### config.mk
export PLATFORM = sky130hd
export DESIGN_NAME = desc_fetch_ctrl
export DESIGN_NICKNAME = d
export VERILOG_FILES = /design/src/rtl/vision_pkg.sv /design/src/rtl/kp_req_fifo.sv /design/src/rtl/desc_fetch_ctrl.sv
export SDC_FILE = /design/constraint.sdc
export NUM_CORES = 1
export LEC_CHECK = 0
export ABC_AREA = 1
export CORE_UTILIZATION = 50
export CTS_CLUSTER_DIAMETER = 120
export DETAILED_ROUTE_END_ITERATION = 6
export MAX_ROUTING_LAYER = met4
export PLACE_DENSITY_LB_ADDON = 0.1
export SYNTH_ARGS = -nofsm -noshare
export SYNTH_HDL_FRONTEND = slang
export SYNTH_SLANG_ARGS = --single-unit
### constraint.sdc
create_clock -name clk -period 2.35 [get_ports clk]
set_clock_uncertainty 0.15 [all_clocks]
set_input_delay 0.3525 -clock clk [delete_from_list [all_inputs] [get_ports clk]]
set_output_delay 0.3525 -clock clk [all_outputs]
set_load 0.1 [all_outputs]
### src/rtl/vision_pkg.sv
// Shared constants, request record and fetch FSM encoding for the NCC
// descriptor loader.
package vision_pkg;

    localparam int unsigned FRAME_WORDS_DEF = 160;
    localparam int unsigned FRAME_ROWS_DEF  = 480;

    localparam int unsigned DESC_WORDS    = 16;
    localparam int unsigned DESC_ROWS     = 8;
    localparam int unsigned WORDS_PER_ROW = 2;

    typedef struct packed {
        logic [7:0] col;
        logic [8:0] row;
    } kp_req_t;

    typedef enum logic [2:0] {
        ST_IDLE,
        ST_CHECK,
        ST_ISSUE,
        ST_DRAIN,
        ST_GAP
    } fetch_state_e;

endpackage

### src/rtl/kp_req_fifo.sv
// Synchronous keypoint request queue with registered full/empty flags.
module kp_req_fifo
    import vision_pkg::*;
#(
    parameter int unsigned DEPTH = 4
) (
    input  logic    clk,
    input  logic    rst,
    input  logic    push_i,
    input  kp_req_t wdata_i,
    input  logic    pop_i,
    output kp_req_t rdata_o,
    output logic    full_o,
    output logic    empty_o
);

    localparam int unsigned PW = $clog2(DEPTH);

    kp_req_t         mem_q [DEPTH];
    logic [PW-1:0]   wr_ptr_q, rd_ptr_q;
    logic [PW:0]     count_q, count_d;
    logic            full_q, empty_q;
    logic            push_ok, pop_ok;

    assign push_ok = push_i && !full_q;
    assign pop_ok  = pop_i && !empty_q;

    always_comb begin
        count_d = count_q;
        if (push_ok && !pop_ok) begin
            count_d = count_q + (PW+1)'(1);
        end else if (pop_ok && !push_ok) begin
            count_d = count_q - (PW+1)'(1);
        end
    end

    always_ff @(posedge clk) begin
        if (!rst) begin
            wr_ptr_q <= '0;
            rd_ptr_q <= '0;
            count_q  <= '0;
            full_q   <= 1'b0;
            empty_q  <= 1'b1;
        end else begin
            if (push_ok) begin
                mem_q[wr_ptr_q] <= wdata_i;
                wr_ptr_q        <= wr_ptr_q + PW'(1);
            end
            if (pop_ok) begin
                rd_ptr_q <= rd_ptr_q + PW'(1);
            end
            count_q <= count_d;
            full_q  <= (count_d == (PW+1)'(DEPTH));
            empty_q <= (count_d == '0);
        end
    end

    assign rdata_o = mem_q[rd_ptr_q];
    assign full_o  = full_q;
    assign empty_o = empty_q;

endmodule

### src/rtl/desc_fetch_ctrl.sv
// NCC descriptor loader: pops 8x8 keypoint windows, issues 16 frame-buffer
// reads per window and streams the returned words to ncc in row-major order.
module desc_fetch_ctrl
    import vision_pkg::*;
#(
    parameter int unsigned FRAME_WORDS = FRAME_WORDS_DEF,
    parameter int unsigned FRAME_ROWS  = FRAME_ROWS_DEF,
    parameter int unsigned ADDR_W      = 17,
    parameter int unsigned FIFO_DEPTH  = 4,
    parameter int unsigned MAX_OUT     = 4,
    parameter int unsigned GAP_CYCLES  = 4
) (
    input  logic              clk,
    input  logic              rst,
    input  logic              kp_valid,
    output logic              kp_ready,
    input  logic [7:0]        kp_col,
    input  logic [8:0]        kp_row,
    output logic              kp_err,
    output logic              mem_rd_en,
    output logic [ADDR_W-1:0] mem_addr,
    input  logic              mem_rd_valid,
    input  logic [31:0]       mem_rd_data,
    output logic              desc_data_ready,
    output logic [31:0]       desc_data_in,
    output logic              desc_start,
    output logic              desc_done,
    output logic              busy
);

    localparam int unsigned CNT_W       = 5;
    localparam int unsigned OUT_W       = $clog2(MAX_OUT + 1);
    localparam int unsigned GAP_W       = $clog2(GAP_CYCLES + 1);
    localparam int unsigned DROP_CYCLES = 16;

    fetch_state_e      state_q;
    kp_req_t           req_q, fifo_head, fifo_wdata;
    logic              fifo_full, fifo_empty, fifo_pop;
    logic [ADDR_W-1:0] addr_q, mem_addr_q, base;
    logic [CNT_W-1:0]  issued_q, received_q;
    logic [OUT_W-1:0]  outst_q;
    logic [GAP_W-1:0]  gap_q;
    logic [4:0]        drop_q;
    logic              kp_err_q, mem_rd_en_q, rdy_q, start_q, last_q, done_q;
    logic [31:0]       data_q;
    logic              rx_acc, can_issue, col_bad, row_bad;

    assign fifo_wdata = '{col: kp_col, row: kp_row};

    kp_req_fifo #(
        .DEPTH(FIFO_DEPTH)
    ) u_fifo (
        .clk    (clk),
        .rst    (rst),
        .push_i (kp_valid),
        .wdata_i(fifo_wdata),
        .pop_i  (fifo_pop),
        .rdata_o(fifo_head),
        .full_o (fifo_full),
        .empty_o(fifo_empty)
    );

    // Requests stay queued until the post-reset drop window has expired,
    // so stale beats from an abandoned descriptor can never be mistaken for data.
    assign fifo_pop = (state_q == ST_IDLE) && !fifo_empty && (drop_q == '0);

    assign rx_acc = mem_rd_valid && (drop_q == '0) && (outst_q != '0) &&
                    ((state_q == ST_ISSUE) || (state_q == ST_DRAIN));

    assign can_issue = (state_q == ST_ISSUE) &&
                       (issued_q < CNT_W'(DESC_WORDS)) &&
                       (outst_q < OUT_W'(MAX_OUT));

    assign col_bad = ({1'b0, req_q.col} + 9'd1) >= 9'(FRAME_WORDS);
    assign row_bad = ({1'b0, req_q.row} + 10'(DESC_ROWS - 1)) >= 10'(FRAME_ROWS);
    assign base    = ADDR_W'(req_q.row) * ADDR_W'(FRAME_WORDS) + ADDR_W'(req_q.col);

    always_ff @(posedge clk) begin
        if (!rst) begin
            state_q     <= ST_IDLE;
            req_q       <= '0;
            addr_q      <= '0;
            mem_addr_q  <= '0;
            issued_q    <= '0;
            received_q  <= '0;
            outst_q     <= '0;
            gap_q       <= '0;
            drop_q      <= 5'(DROP_CYCLES);
            kp_err_q    <= 1'b0;
            mem_rd_en_q <= 1'b0;
            rdy_q       <= 1'b0;
            start_q     <= 1'b0;
            last_q      <= 1'b0;
            done_q      <= 1'b0;
            data_q      <= '0;
        end else begin
            kp_err_q    <= 1'b0;
            mem_rd_en_q <= 1'b0;
            rdy_q       <= rx_acc;
            start_q     <= 1'b0;
            last_q      <= 1'b0;
            done_q      <= last_q;

            if (drop_q != '0) begin
                drop_q <= drop_q - 5'd1;
            end

            if (rx_acc) begin
                data_q     <= mem_rd_data;
                start_q    <= (received_q == '0);
                last_q     <= (received_q == CNT_W'(DESC_WORDS - 1));
                received_q <= received_q + CNT_W'(1);
            end

            if (can_issue && !rx_acc) begin
                outst_q <= outst_q + OUT_W'(1);
            end else if (rx_acc && !can_issue) begin
                outst_q <= outst_q - OUT_W'(1);
            end

            // Left word -> +1, right word -> down one row back to the left column.
            if (can_issue) begin
                mem_rd_en_q <= 1'b1;
                mem_addr_q  <= addr_q;
                issued_q    <= issued_q + CNT_W'(1);
                addr_q      <= addr_q + (issued_q[0] ? ADDR_W'(FRAME_WORDS - 1) : ADDR_W'(1));
            end

            unique case (state_q)
                ST_IDLE: begin
                    if (fifo_pop) begin
                        req_q   <= fifo_head;
                        state_q <= ST_CHECK;
                    end
                end
                ST_CHECK: begin
                    if (col_bad || row_bad) begin
                        kp_err_q <= 1'b1;
                        state_q  <= ST_IDLE;
                    end else begin
                        addr_q     <= base;
                        issued_q   <= '0;
                        received_q <= '0;
                        state_q    <= ST_ISSUE;
                    end
                end
                ST_ISSUE: begin
                    if (can_issue && (issued_q == CNT_W'(DESC_WORDS - 1))) begin
                        state_q <= ST_DRAIN;
                    end
                end
                ST_DRAIN: begin
                    if (received_q == CNT_W'(DESC_WORDS)) begin
                        gap_q   <= '0;
                        state_q <= ST_GAP;
                    end
                end
                ST_GAP: begin
                    if (gap_q == GAP_W'(GAP_CYCLES - 1)) begin
                        state_q <= ST_IDLE;
                    end else begin
                        gap_q <= gap_q + GAP_W'(1);
                    end
                end
                default: state_q <= ST_IDLE;
            endcase
        end
    end

    assign kp_ready        = !fifo_full;
    assign kp_err          = kp_err_q;
    assign mem_rd_en       = mem_rd_en_q;
    assign mem_addr        = mem_addr_q;
    assign desc_data_ready = rdy_q;
    assign desc_data_in    = data_q;
    assign desc_start      = start_q;
    assign desc_done       = done_q;
    assign busy            = (state_q != ST_IDLE) || !fifo_empty;

endmodule

==> results_dict.tcl <==
set metrics [dict create \
    outcome "finished, violations left" \
    violations "setup timing" \
    holdBufCountCts 0 \
    report.final.hold_viol_count 0 \
    wl_per_cell_um 13.8 \
    initial_utilization_pct 51.3 \
    syn_avg_cell_area_um2 8.44 \
    fillCellCount 1402 \
    cts_buffer_depth 2 \
    power-per-cell-area_nw_per_um2 716 \
    peakVddDrop_mv 0.592 \
    nets 1231 \
    pre_cts_ws_ps -73.7 \
    min_period_ps 2410 \
    cts_max_level 4 \
    first_global_vias 6658 \
    setup_viol 2 \
    core_area_um2 16600 \
    grt_pass1_wl_um 31500 \
    yosysSeqAreaShare_pct 52.5 \
    clock_sinks 190 \
    drv_slew 0 \
    dp_hpwl_um 12800 \
    min-delay-start "last_q" \
    drive_gt1_share_pct 15.2 \
    die_area_um2 17600 \
    ios 109 \
    fin_crit_sh_pct 102 \
    rrSetupSlack_ps -60 \
    die_w_um 133 \
    required_ps 2490 \
    antenna_found_initial 0 \
    syn-cell-area_um2 8530 \
    synthArstFlopShare_pct 0 \
    worstPathMaxFanout 3 \
    worstHoldPathType "register to register" \
    routed_wl_um 18900 \
    synth_cell_types 39 \
    hold_end "desc_done" \
    relSlewSlack_pct 62.0 \
    syn-num-nets 1105 \
    end_kind "register" \
    first_iter_violations 458 \
    vias 6971 \
    numCtsBuffers 17 \
    maxCapViolations 0 \
    rsz0062_at_grt "true" \
    layout_common_cells "196 x nor2_1, 155 x nand2_1, 120 x o21ai_0, 115 x dfxtp_1, 89 x buf_4" \
    max_freq_mhz 415 \
    p_total_mw 7.69 \
    diodes 0 \
    worst_slack_ps -58.1 \
    yosys_warnings 0 \
    gp_congestion 0.891 \
    cp.arrival_ps 2550 \
    clock-root-buffer "clkbuf_16" \
    synth-edff-count 68 \
    cts_tree "done" \
    dr.pass1.iters 7 \
    areaGrowthSynthToFinish_pct 25.9 \
    start_kind "register" \
    avgViaCountPerCell 5.09 \
    synthCells 1011 \
    hold-path-cell-count 2 \
    r2r_cells 12 \
    r2r_end "addr_q[14]" \
    final_common_cell "nor2_1" \
    grt-ovfl-total 0 \
    p_leak_nw 4.44 \
    ys_ff_latch 190 \
    clk_pin_slew_ps 80 \
    ant_nets 0 \
    tns_ps -111 \
    io_buffers 108 \
    r2r-start "req_q[3]" \
    die_h_um 133 \
    rows 47 \
    synth_flop_cell "dfxtp_1" \
    grtUsageTotal_pct 23.3 \
    crit_type "register to register" \
    tightest_slew_ps 569 \
    clock_latency_ps 440 \
    grt_max_degree 66 \
    drc 0 \
    final_util_pct 64.6 \
]
==> where the power goes <==
group | leakage (nW) | internal [mW] | switching, mW
Clock | 0.299 | 1.62 | 1.37
Combinational | 2.54 | 0.451 | 0.585
Sequential | 1.61 | 3.55 | 0.119
==> flip-flops by register name, summed over array words and instances, names as in the netlist <==
signal / cells
u_fifo.wr_ptr_q: 2
u_fifo.mem_q: 68
desc_start: 1
issued_q: 5
drop_q: 5
last_q: 1
received_q: 5
desc_data_in: 32
u_fifo.empty_o: 1
desc_data_ready: 1
kp_err: 1
desc_done: 1
u_fifo.full_o: 1
mem_rd_en: 1
state_q: 3
u_fifo.count_q: 3
outst_q: 3
req_q: 17
addr_q: 17
gap_q: 3
u_fifo.rd_ptr_q: 2
mem_addr: 17
==> how the worst max path moves through the flow <==
stage	startpoint	end	slack, ps	depth (start not counted)
floorplan	req_q[3]	addr_q[14]	-0.7	12
global placement	req_q[3]	addr_q[14]	-30	12
detailed placement	req_q[2]	addr_q[14]	-70	11
CTS	req_q[3]	addr_q[14]	-20	12
global route	req_q[3]	addr_q[14]	-200	12
finish	req_q[3]	addr_q[14]	-60	12
==> critical path, stage by stage, from the launching register on <==
cell and delay, ps:
dfxtp_2 340, ha_4 240, ha_4 160, fa_2 530
nand2_2 50, nor2_1 80, nand2_1 90, a21oi_2 200
nand3_2 100, nor2_2 120, nand2_1 60, nand3_1 80
a21oi_1 60
==> cell families after synthesis <==
logic type | share of synthesized area [%]
AOI/OAI and AO/OA | 12.5
xor gates and xnor gates | 2.26
adders and majority gates | 6.36
buffers and inverters | 5.95
DFF | 52.5
muxes | 0.117
and+or+nand+nor | 20.3
==> cell usage after synthesis (4+ instances only) <==
cell type    n  area share (%)
nor3_1       9            0.53
a21oi_1     49             2.9
clkbuf_1    23             1.0
xor2_1      12             1.2
fa_1         4            0.94
o21ai_0    123             7.2
buf_2       13            0.76
inv_1       82             3.6
a31oi_1     17             1.2
nand2_1    158             6.9
o22ai_1      6            0.44
ha_1        37             5.4
nand4_1     10            0.73
nand3_1     33             1.9
nor2_1     203             8.9
xnor2_1     10             1.0
dfxtp_1    122              29
edfxtp_1    68              24
==> per-stage QoR <==
stage          area, um^2  hold slack (ps)  instances
3_3_place_gp         9960              248       1333
2_1_floorplan        8580              240       1011
3_5_place_dp         9960              252       1333
5_1_grt             10700              273       1370
6_report            10700              267       1370
4_1_cts             10600              269       1369
==> per-layer routing <==
metal / vias to the layer above / share of wire (%) / GRT usage (%)
met5: - / 0 / -
met4: 0 / 1.4 / 7.73
met3: 20 / 4.0 / 5.02
met2: 157 / 49 / 38.4
met1: 3204 / 46 / 28.3
li1: 3590 / - / -
==> final cells by class <==
cell class / instances / area [um^2] / share of cell area, %
Timing Repair Buffer: 148 / 1320 / 12.3
Tap cell: 220 / 275 / 2.56
Multi-Input combinational cell: 693 / 3700 / 34.4
Inverter: 87 / 330 / 3.07
Clock buffer: 17 / 425 / 3.96
Sequential cell: 190 / 4490 / 41.8
Clock inverter: 15 / 195 / 1.82
==> repair_timing <==
item	in CTS	in global routing
endpoints found under the setup margin	5	9
resized for setup	7	22
buffers inserted	4	1
pin swaps	8	6
(Power assumes the default switching activity.)
